File: src/rtl/ex_mem_reg.sv
// EX/MEM pipeline register; also returns multi-cycle accumulate state to execute. Optional flush port: EX_MEM_FLUSH_EN.
// Latency: 1 cycle ex_* -> mem_*; all outputs registered, no input-to-output combinational path.
// Backpressure: stall[3]/stall[4] select advance, bubble or hold; other stall bits are ignored.
module ex_mem_reg #(
    parameter int DATA_W = 32,
    parameter int ADDR_W = 5,
    parameter int CNT_W  = 2
) (
    input  logic                clk,
    input  logic                rst,
`ifdef EX_MEM_FLUSH_EN
    input  logic                flush,
`endif
    input  logic [5:0]          stall,
    input  logic [ADDR_W-1:0]   ex_wd,
    input  logic                ex_wreg,
    input  logic [DATA_W-1:0]   ex_wdata,
    input  logic                ex_whilo,
    input  logic [DATA_W-1:0]   ex_hi,
    input  logic [DATA_W-1:0]   ex_lo,
    input  logic [2*DATA_W-1:0] hilo_i,
    input  logic [CNT_W-1:0]    cnt_i,
    output logic [ADDR_W-1:0]   mem_wd,
    output logic                mem_wreg,
    output logic [DATA_W-1:0]   mem_wdata,
    output logic                mem_whilo,
    output logic [DATA_W-1:0]   mem_hi,
    output logic [DATA_W-1:0]   mem_lo,
    output logic [2*DATA_W-1:0] hilo_o,
    output logic [CNT_W-1:0]    cnt_o
);

    logic [ADDR_W-1:0]   mem_wd_d,    mem_wd_q;
    logic                mem_wreg_d,  mem_wreg_q;
    logic [DATA_W-1:0]   mem_wdata_d, mem_wdata_q;
    logic                mem_whilo_d, mem_whilo_q;
    logic [DATA_W-1:0]   mem_hi_d,    mem_hi_q;
    logic [DATA_W-1:0]   mem_lo_d,    mem_lo_q;
    logic [2*DATA_W-1:0] hilo_d,      hilo_q;
    logic [CNT_W-1:0]    cnt_d,       cnt_q;

    logic unused_stall;
    assign unused_stall = ^{stall[5], stall[2:0]};

    always_comb begin
        mem_wd_d    = mem_wd_q;
        mem_wreg_d  = mem_wreg_q;
        mem_wdata_d = mem_wdata_q;
        mem_whilo_d = mem_whilo_q;
        mem_hi_d    = mem_hi_q;
        mem_lo_d    = mem_lo_q;
        hilo_d      = hilo_q;
        cnt_d       = cnt_q;

        if (!stall[3] && !stall[4]) begin
            mem_wd_d    = ex_wd;
            mem_wreg_d  = ex_wreg;
            mem_wdata_d = ex_wdata;
            mem_whilo_d = ex_whilo;
            mem_hi_d    = ex_hi;
            mem_lo_d    = ex_lo;
            hilo_d      = '0;
            cnt_d       = '0;
        end else if (stall[3] && !stall[4]) begin
            // Bubble: write enables drop so memory/writeback see a no-op.
            mem_wd_d    = '0;
            mem_wreg_d  = 1'b0;
            mem_wdata_d = '0;
            mem_whilo_d = 1'b0;
            mem_hi_d    = '0;
            mem_lo_d    = '0;
            hilo_d      = hilo_i;
            cnt_d       = cnt_i;
        end else if (stall[3] && stall[4]) begin
            hilo_d      = hilo_i;
            cnt_d       = cnt_i;
        end

`ifdef EX_MEM_FLUSH_EN
        if (flush) begin
            mem_wd_d    = '0;
            mem_wreg_d  = 1'b0;
            mem_wdata_d = '0;
            mem_whilo_d = 1'b0;
            mem_hi_d    = '0;
            mem_lo_d    = '0;
            hilo_d      = '0;
            cnt_d       = '0;
        end
`endif
    end

    always_ff @(posedge clk) begin
        if (rst) begin
            mem_wd_q    <= '0;
            mem_wreg_q  <= 1'b0;
            mem_wdata_q <= '0;
            mem_whilo_q <= 1'b0;
            mem_hi_q    <= '0;
            mem_lo_q    <= '0;
            hilo_q      <= '0;
            cnt_q       <= '0;
        end else begin
            mem_wd_q    <= mem_wd_d;
            mem_wreg_q  <= mem_wreg_d;
            mem_wdata_q <= mem_wdata_d;
            mem_whilo_q <= mem_whilo_d;
            mem_hi_q    <= mem_hi_d;
            mem_lo_q    <= mem_lo_d;
            hilo_q      <= hilo_d;
            cnt_q       <= cnt_d;
        end
    end

    assign mem_wd    = mem_wd_q;
    assign mem_wreg  = mem_wreg_q;
    assign mem_wdata = mem_wdata_q;
    assign mem_whilo = mem_whilo_q;
    assign mem_hi    = mem_hi_q;
    assign mem_lo    = mem_lo_q;
    assign hilo_o    = hilo_q;
    assign cnt_o     = cnt_q;

endmodule

File: config.mk
export PLATFORM = sky130hd
export DESIGN_NAME = ex_mem_reg
export DESIGN_NICKNAME = d
export VERILOG_FILES = /design/src/rtl/ex_mem_reg.sv
export SDC_FILE = /design/constraint.sdc
export NUM_CORES = 1
export LEC_CHECK = 0
export ABC_AREA = 0
export CAP_MARGIN = 30
export CORE_UTILIZATION = 37
export DETAILED_ROUTE_END_ITERATION = 8
export PLACE_DENSITY = 0.78
export SLEW_MARGIN = 20
export SYNTH_ARGS = -nofsm -noshare
export SYNTH_HDL_FRONTEND = slang
export SYNTH_SLANG_ARGS = --single-unit
File: constraint.sdc
create_clock -name clk -period 1.3 [get_ports clk]
set_input_delay 0.39 -clock clk [delete_from_list [all_inputs] [get_ports clk]]
set_output_delay 0.39 -clock clk [all_outputs]
set_load 0.01 [all_outputs]
# Word-level counts from Yosys, hierarchy flattened
# Cells that the tools add are included.
# classes
n_mux	13
reduce_logical	8
# ops
cell	count
32-bit two-way mux	4
64-bit two-way mux	2
5-bit two-way mux	2
2-bit two-way mux	2
2-bit nonzero test	2
1-bit logical AND	3
1-bit two-way mux	3
1-bit zero test	2
2-bit OR reduction	1
# totals
regBits	169
input_bits	177

# Depth between registers and ports, before layout
# logic_depth
depth_word	4
depth_mapped	6

# Worst setup path before layout
# OpenSTA, ideal clock, no wires.
# synth_timing
path_kind	input to register
start	in stall[4]
end	reg mem_hi_q[0] (netlist: mem_hi[0])
arrival_ns	1.190
t_required_ns	1.227
path_slack_ns	0.037
cell_stages	6
path_buffers	4
path_cell_list	buf_2 or2_1 buf_2 buf_6 buf_6 o22ai_2
# synth_between
elab_chain_cells	3
# synth_rtl
item	line	rtl
from (decl)	14	input logic [5:0] stall,
1-bit zero test *	55, 64	
1-bit logical AND (on tied branches)	55, 64	
32-bit two-way mux or 2-bit nonzero test (tied branches)	-	
to (signal assigned)	108	mem_hi_q <= mem_hi_d;
to (decl)	37	logic [DATA_W-1:0] mem_hi_d, mem_hi_q;
# Mark *: on every way between the ends. The rest lies on a longest branch, timed or not.
# A chain may end at the register's enable or synchronous reset.

# Worst setup path after layout
# layout_timing
start	reg mem_wdata_q[29] (netlist: mem_wdata[29])
end	out mem_wdata[29]
# layout_lines
item	line	rtl
from (decl)	35	logic [DATA_W-1:0] mem_wdata_d, mem_wdata_q;
from (signal assigned)	106	mem_wdata_q <= mem_wdata_d;
to (decl)	25	output logic [DATA_W-1:0] mem_wdata,
# No word-level cell between the ends.

==> results.json <==
{
  "drt_first_iter_violations": 289,
  "ctsHtreeMaxLevel": 4,
  "ys_warn_count": 0,
  "routed-via-count": 6402,
  "timing.final.crit_share_pct": 97.9,
  "detail_route.first_pass.iterations": 9,
  "crit_cells": 1,
  "cp_slowest_stage_delay_ps": 320,
  "finish.cell_count_without_fillers": 1314,
  "failed_checks": "design-rule violations",
  "first_pass_grt_wire_length_um": 32100,
  "finalHoldViolCount": 0,
  "cts_buffers": 17,
  "dpl.cell_count": 1279,
  "reg2regPathDepth": 3,
  "finalWirelength_um": 20200,
  "cts_buffer_depth": 2,
  "worst-path-max-fanout": 2,
  "clk_pin_slew_ps": 60,
  "chain_of_cells_forming_the_critical_path": "buf_2",
  "io_buffers": 341,
  "wl_per_cell_um": 15.3,
  "numClockSinks": 169,
  "worst_skew_pair.late_latency_ps": 420,
  "achievable-frequency_mhz": 785,
  "final_number_of_max_transition_violations": 0,
  "power.leakage_nw": 4.39,
  "finalWorstPathRequiredPeriod_ps": 1270,
  "worst_path_class_setup": "flip-flop to primary output",
  "p_per_area_nw_per_um2": 1140,
  "number_of_setup_violations_in_the_final_report": 0,
  "grt_antenna_before_repair": 0,
  "cap_viol_max_count": 0,
  "netlist-cell-type-count": 12,
  "holdCritPathClass": "input port to flip-flop",
  "core_area_um2": 18200,
  "grt_max_degree": 67,
  "crit_buf_inv": 1,
  "worst_hold_path.num_cells": 3,
  "std_cell_rows": 49,
  "crit_path_top_delay_cell": "sky130_fd_sc_hd__dfxtp_1",
  "design.final.nets": 1249,
  "worst_path_dominant_cell_family": "flip-flops",
  "track_usage_pct": 20.7,
  "critPathRequiredTime_ps": 910,
  "maxSlewHeadroom_pct": 79.2,
  "dieArea_um2": 19400,
  "worst_clock_skew_ps": 0,
  "synth_cells": 752,
  "initial_utilization_pct": 38.2,
  "ir_worst_vdd_uv": 904,
  "num_antenna_cells": 0,
  "worstSetupEndpointType": "primary output",
  "tritoncts": "yes",
  "boundary_pins": 346,
  "result_of_the_run": "finished with violations",
  "mappedNetlistNets": 929,
  "syn_area_per_cell_um2": 9.26,
  "die-height_um": 139,
  "num-fill-cells": 1617,
  "first_global_vias": 6293,
  "worst_ep_arrival_time_ps": 880,
  "routabilityCongestion": 0.775,
  "tightest_slew_ps": 312,
  "global_route.overflow_total": 0,
  "drtAntennaViolNets": 0,
  "seq_area_frac_synth_pct": 48.6,
  "drive_above_1_share_pct": 41.2,
  "mappedNetlistArea_um2": 6960,
  "final_layout_setup_total_negative_slack_ps": 0,
  "fp.dieW_um": 139,
  "crit_path_start_kind": "flip-flop",
  "vias_per_cell": 4.87,
  "drt_drc_violations_left": 25,
  "area_overhead_vs_synth_pct": 57.7,
  "cts-root-buf": "sky130_fd_sc_hd__clkbuf_16",
  "place_hpwl_um": 13900,
  "synth.ff_latch_count": 169
}
[registers in the layout (all words and copies together), names as in the netlist]
signal,flops
mem_wreg,1
hilo_o,64
mem_whilo,1
cnt_o,2
mem_lo,32
mem_wdata,32
mem_hi,32
mem_wd,5
[Yosys cell counts]
cell type | count | area share, %
sky130_fd_sc_hd__dfxtp_1 | 169 | 49
sky130_fd_sc_hd__buf_2 | 36 | 2.6
sky130_fd_sc_hd__nand3b_1 | 66 | 7.1
sky130_fd_sc_hd__nand2_1 | 169 | 9.1
sky130_fd_sc_hd__buf_6 | 8 | 1.3
sky130_fd_sc_hd__a21oi_1 | 66 | 4.7
sky130_fd_sc_hd__buf_1 | 4 | 0.22
sky130_fd_sc_hd__clkbuf_1 | 27 | 1.5
sky130_fd_sc_hd__nand2b_1 | 103 | 9.3
sky130_fd_sc_hd__or2_1 | 1 | 0.090
sky130_fd_sc_hd__o22ai_1 | 33 | 3.0
sky130_fd_sc_hd__o22ai_2 | 70 | 13
[where the power goes]
group,total (mW),internal (mW),switching (mW)
sequential,5.56,5.44,0.121
clock,5.08,2.92,2.16
combinational,1.90,1.09,0.814
[kinds of logic after synthesis]
group | share of synthesized area, %
flip-flops | 48.6
buffers and inverters | 5.55
AO/OA/AOI/OAI | 20.3
AND/OR/NAND/NOR | 25.6
[layout by cell type (no fill, tap or decap)]
cell	synthesis	routed
sky130_fd_sc_hd__a21oi_1	66	66
sky130_fd_sc_hd__buf_12	0	12
sky130_fd_sc_hd__buf_2	36	104
sky130_fd_sc_hd__buf_4	0	33
sky130_fd_sc_hd__buf_6	8	57
sky130_fd_sc_hd__bufinv_16	0	2
sky130_fd_sc_hd__clkbuf_1	27	3
sky130_fd_sc_hd__clkbuf_16	0	17
sky130_fd_sc_hd__clkbuf_8	0	2
sky130_fd_sc_hd__clkdlybuf4s50_1	0	169
sky130_fd_sc_hd__clkinv_4	0	1
sky130_fd_sc_hd__clkinvlp_4	0	4
sky130_fd_sc_hd__dfxtp_1	169	29
sky130_fd_sc_hd__dfxtp_2	0	140
sky130_fd_sc_hd__inv_6	0	3
sky130_fd_sc_hd__inv_8	0	1
sky130_fd_sc_hd__nand2_1	169	169
sky130_fd_sc_hd__nand2b_1	103	103
sky130_fd_sc_hd__nand3b_1	66	66
sky130_fd_sc_hd__o22ai_1	33	33
sky130_fd_sc_hd__o22ai_2	70	70
sky130_fd_sc_hd__or2_4	0	1
[stage by stage]
stage / utilization, % / setup WS, ps / total power [mW] / instance area (µm²) / hold WS, ps
6_report: 60.3 / 26.9 / 12.5 / 11000 / 291
3_3_place_gp: 58.6 / 4.49 / 7.63 / 10700 / 452
4_1_cts: 58.3 / 0.271 / 12.6 / 10600 / 278
2_1_floorplan: - / 37.4 / 6.47 / 6960 / 490
5_1_grt: 60.3 / -0.752 / 13.1 / 11000 / 296
3_5_place_dp: 58.6 / -13.6 / 7.65 / 10700 / 457
[final cells by class]
| type | count | area, µm² | share of cell area, % |
|---|---|---|---|
| Timing Repair Buffer | 376 | 3360 | 30.6 |
| Sequential cell | 169 | 3560 | 32.4 |
| Tap cell | 229 | 287 | 2.61 |
| Clock inverter | 11 | 136 | 1.24 |
| Multi-Input combinational cell | 508 | 3200 | 29.1 |
| Clock buffer | 21 | 450 | 4.10 |
[layer usage]
| layer | vias to the layer above | global-route usage (%) | part of all wire (%) |
|---|---|---|---|
| li1 | 3189 | - | - |
| met1 | 2914 | 23.2 | 39 |
| met2 | 255 | 35.1 | 48 |
| met3 | 44 | 7.53 | 9.9 |
| met4 | 0 | 9.47 | 3.3 |
| met5 | - | 0 | 0 |
[path summary, 6_finish.rpt]
kind,start,slack [ps],end
max,mem_wdata[29]$_SDFFE_PP0P_,30,mem_wdata[29]
min,stall[3],290,hilo_o[39]$_SDFFE_PP0P_
max reg2reg,mem_lo[21]$_SDFFE_PP0P_,580,mem_lo[21]$_SDFFE_PP0P_
min reg2reg,mem_wdata[26]$_SDFFE_PP0P_,460,mem_wdata[26]$_SDFFE_PP0P_
[timing repair]
item / 4_1_cts / 5_1_grt
setup buffers: 1 / 2
pin swaps: 0 / 0
hold buffers: 0 / 0
gates resized for setup: 758 / 125
endpoints found under the setup margin: 169 / 101
hold endpoints to repair: 0 / 0
(Power assumes the default switching activity.)
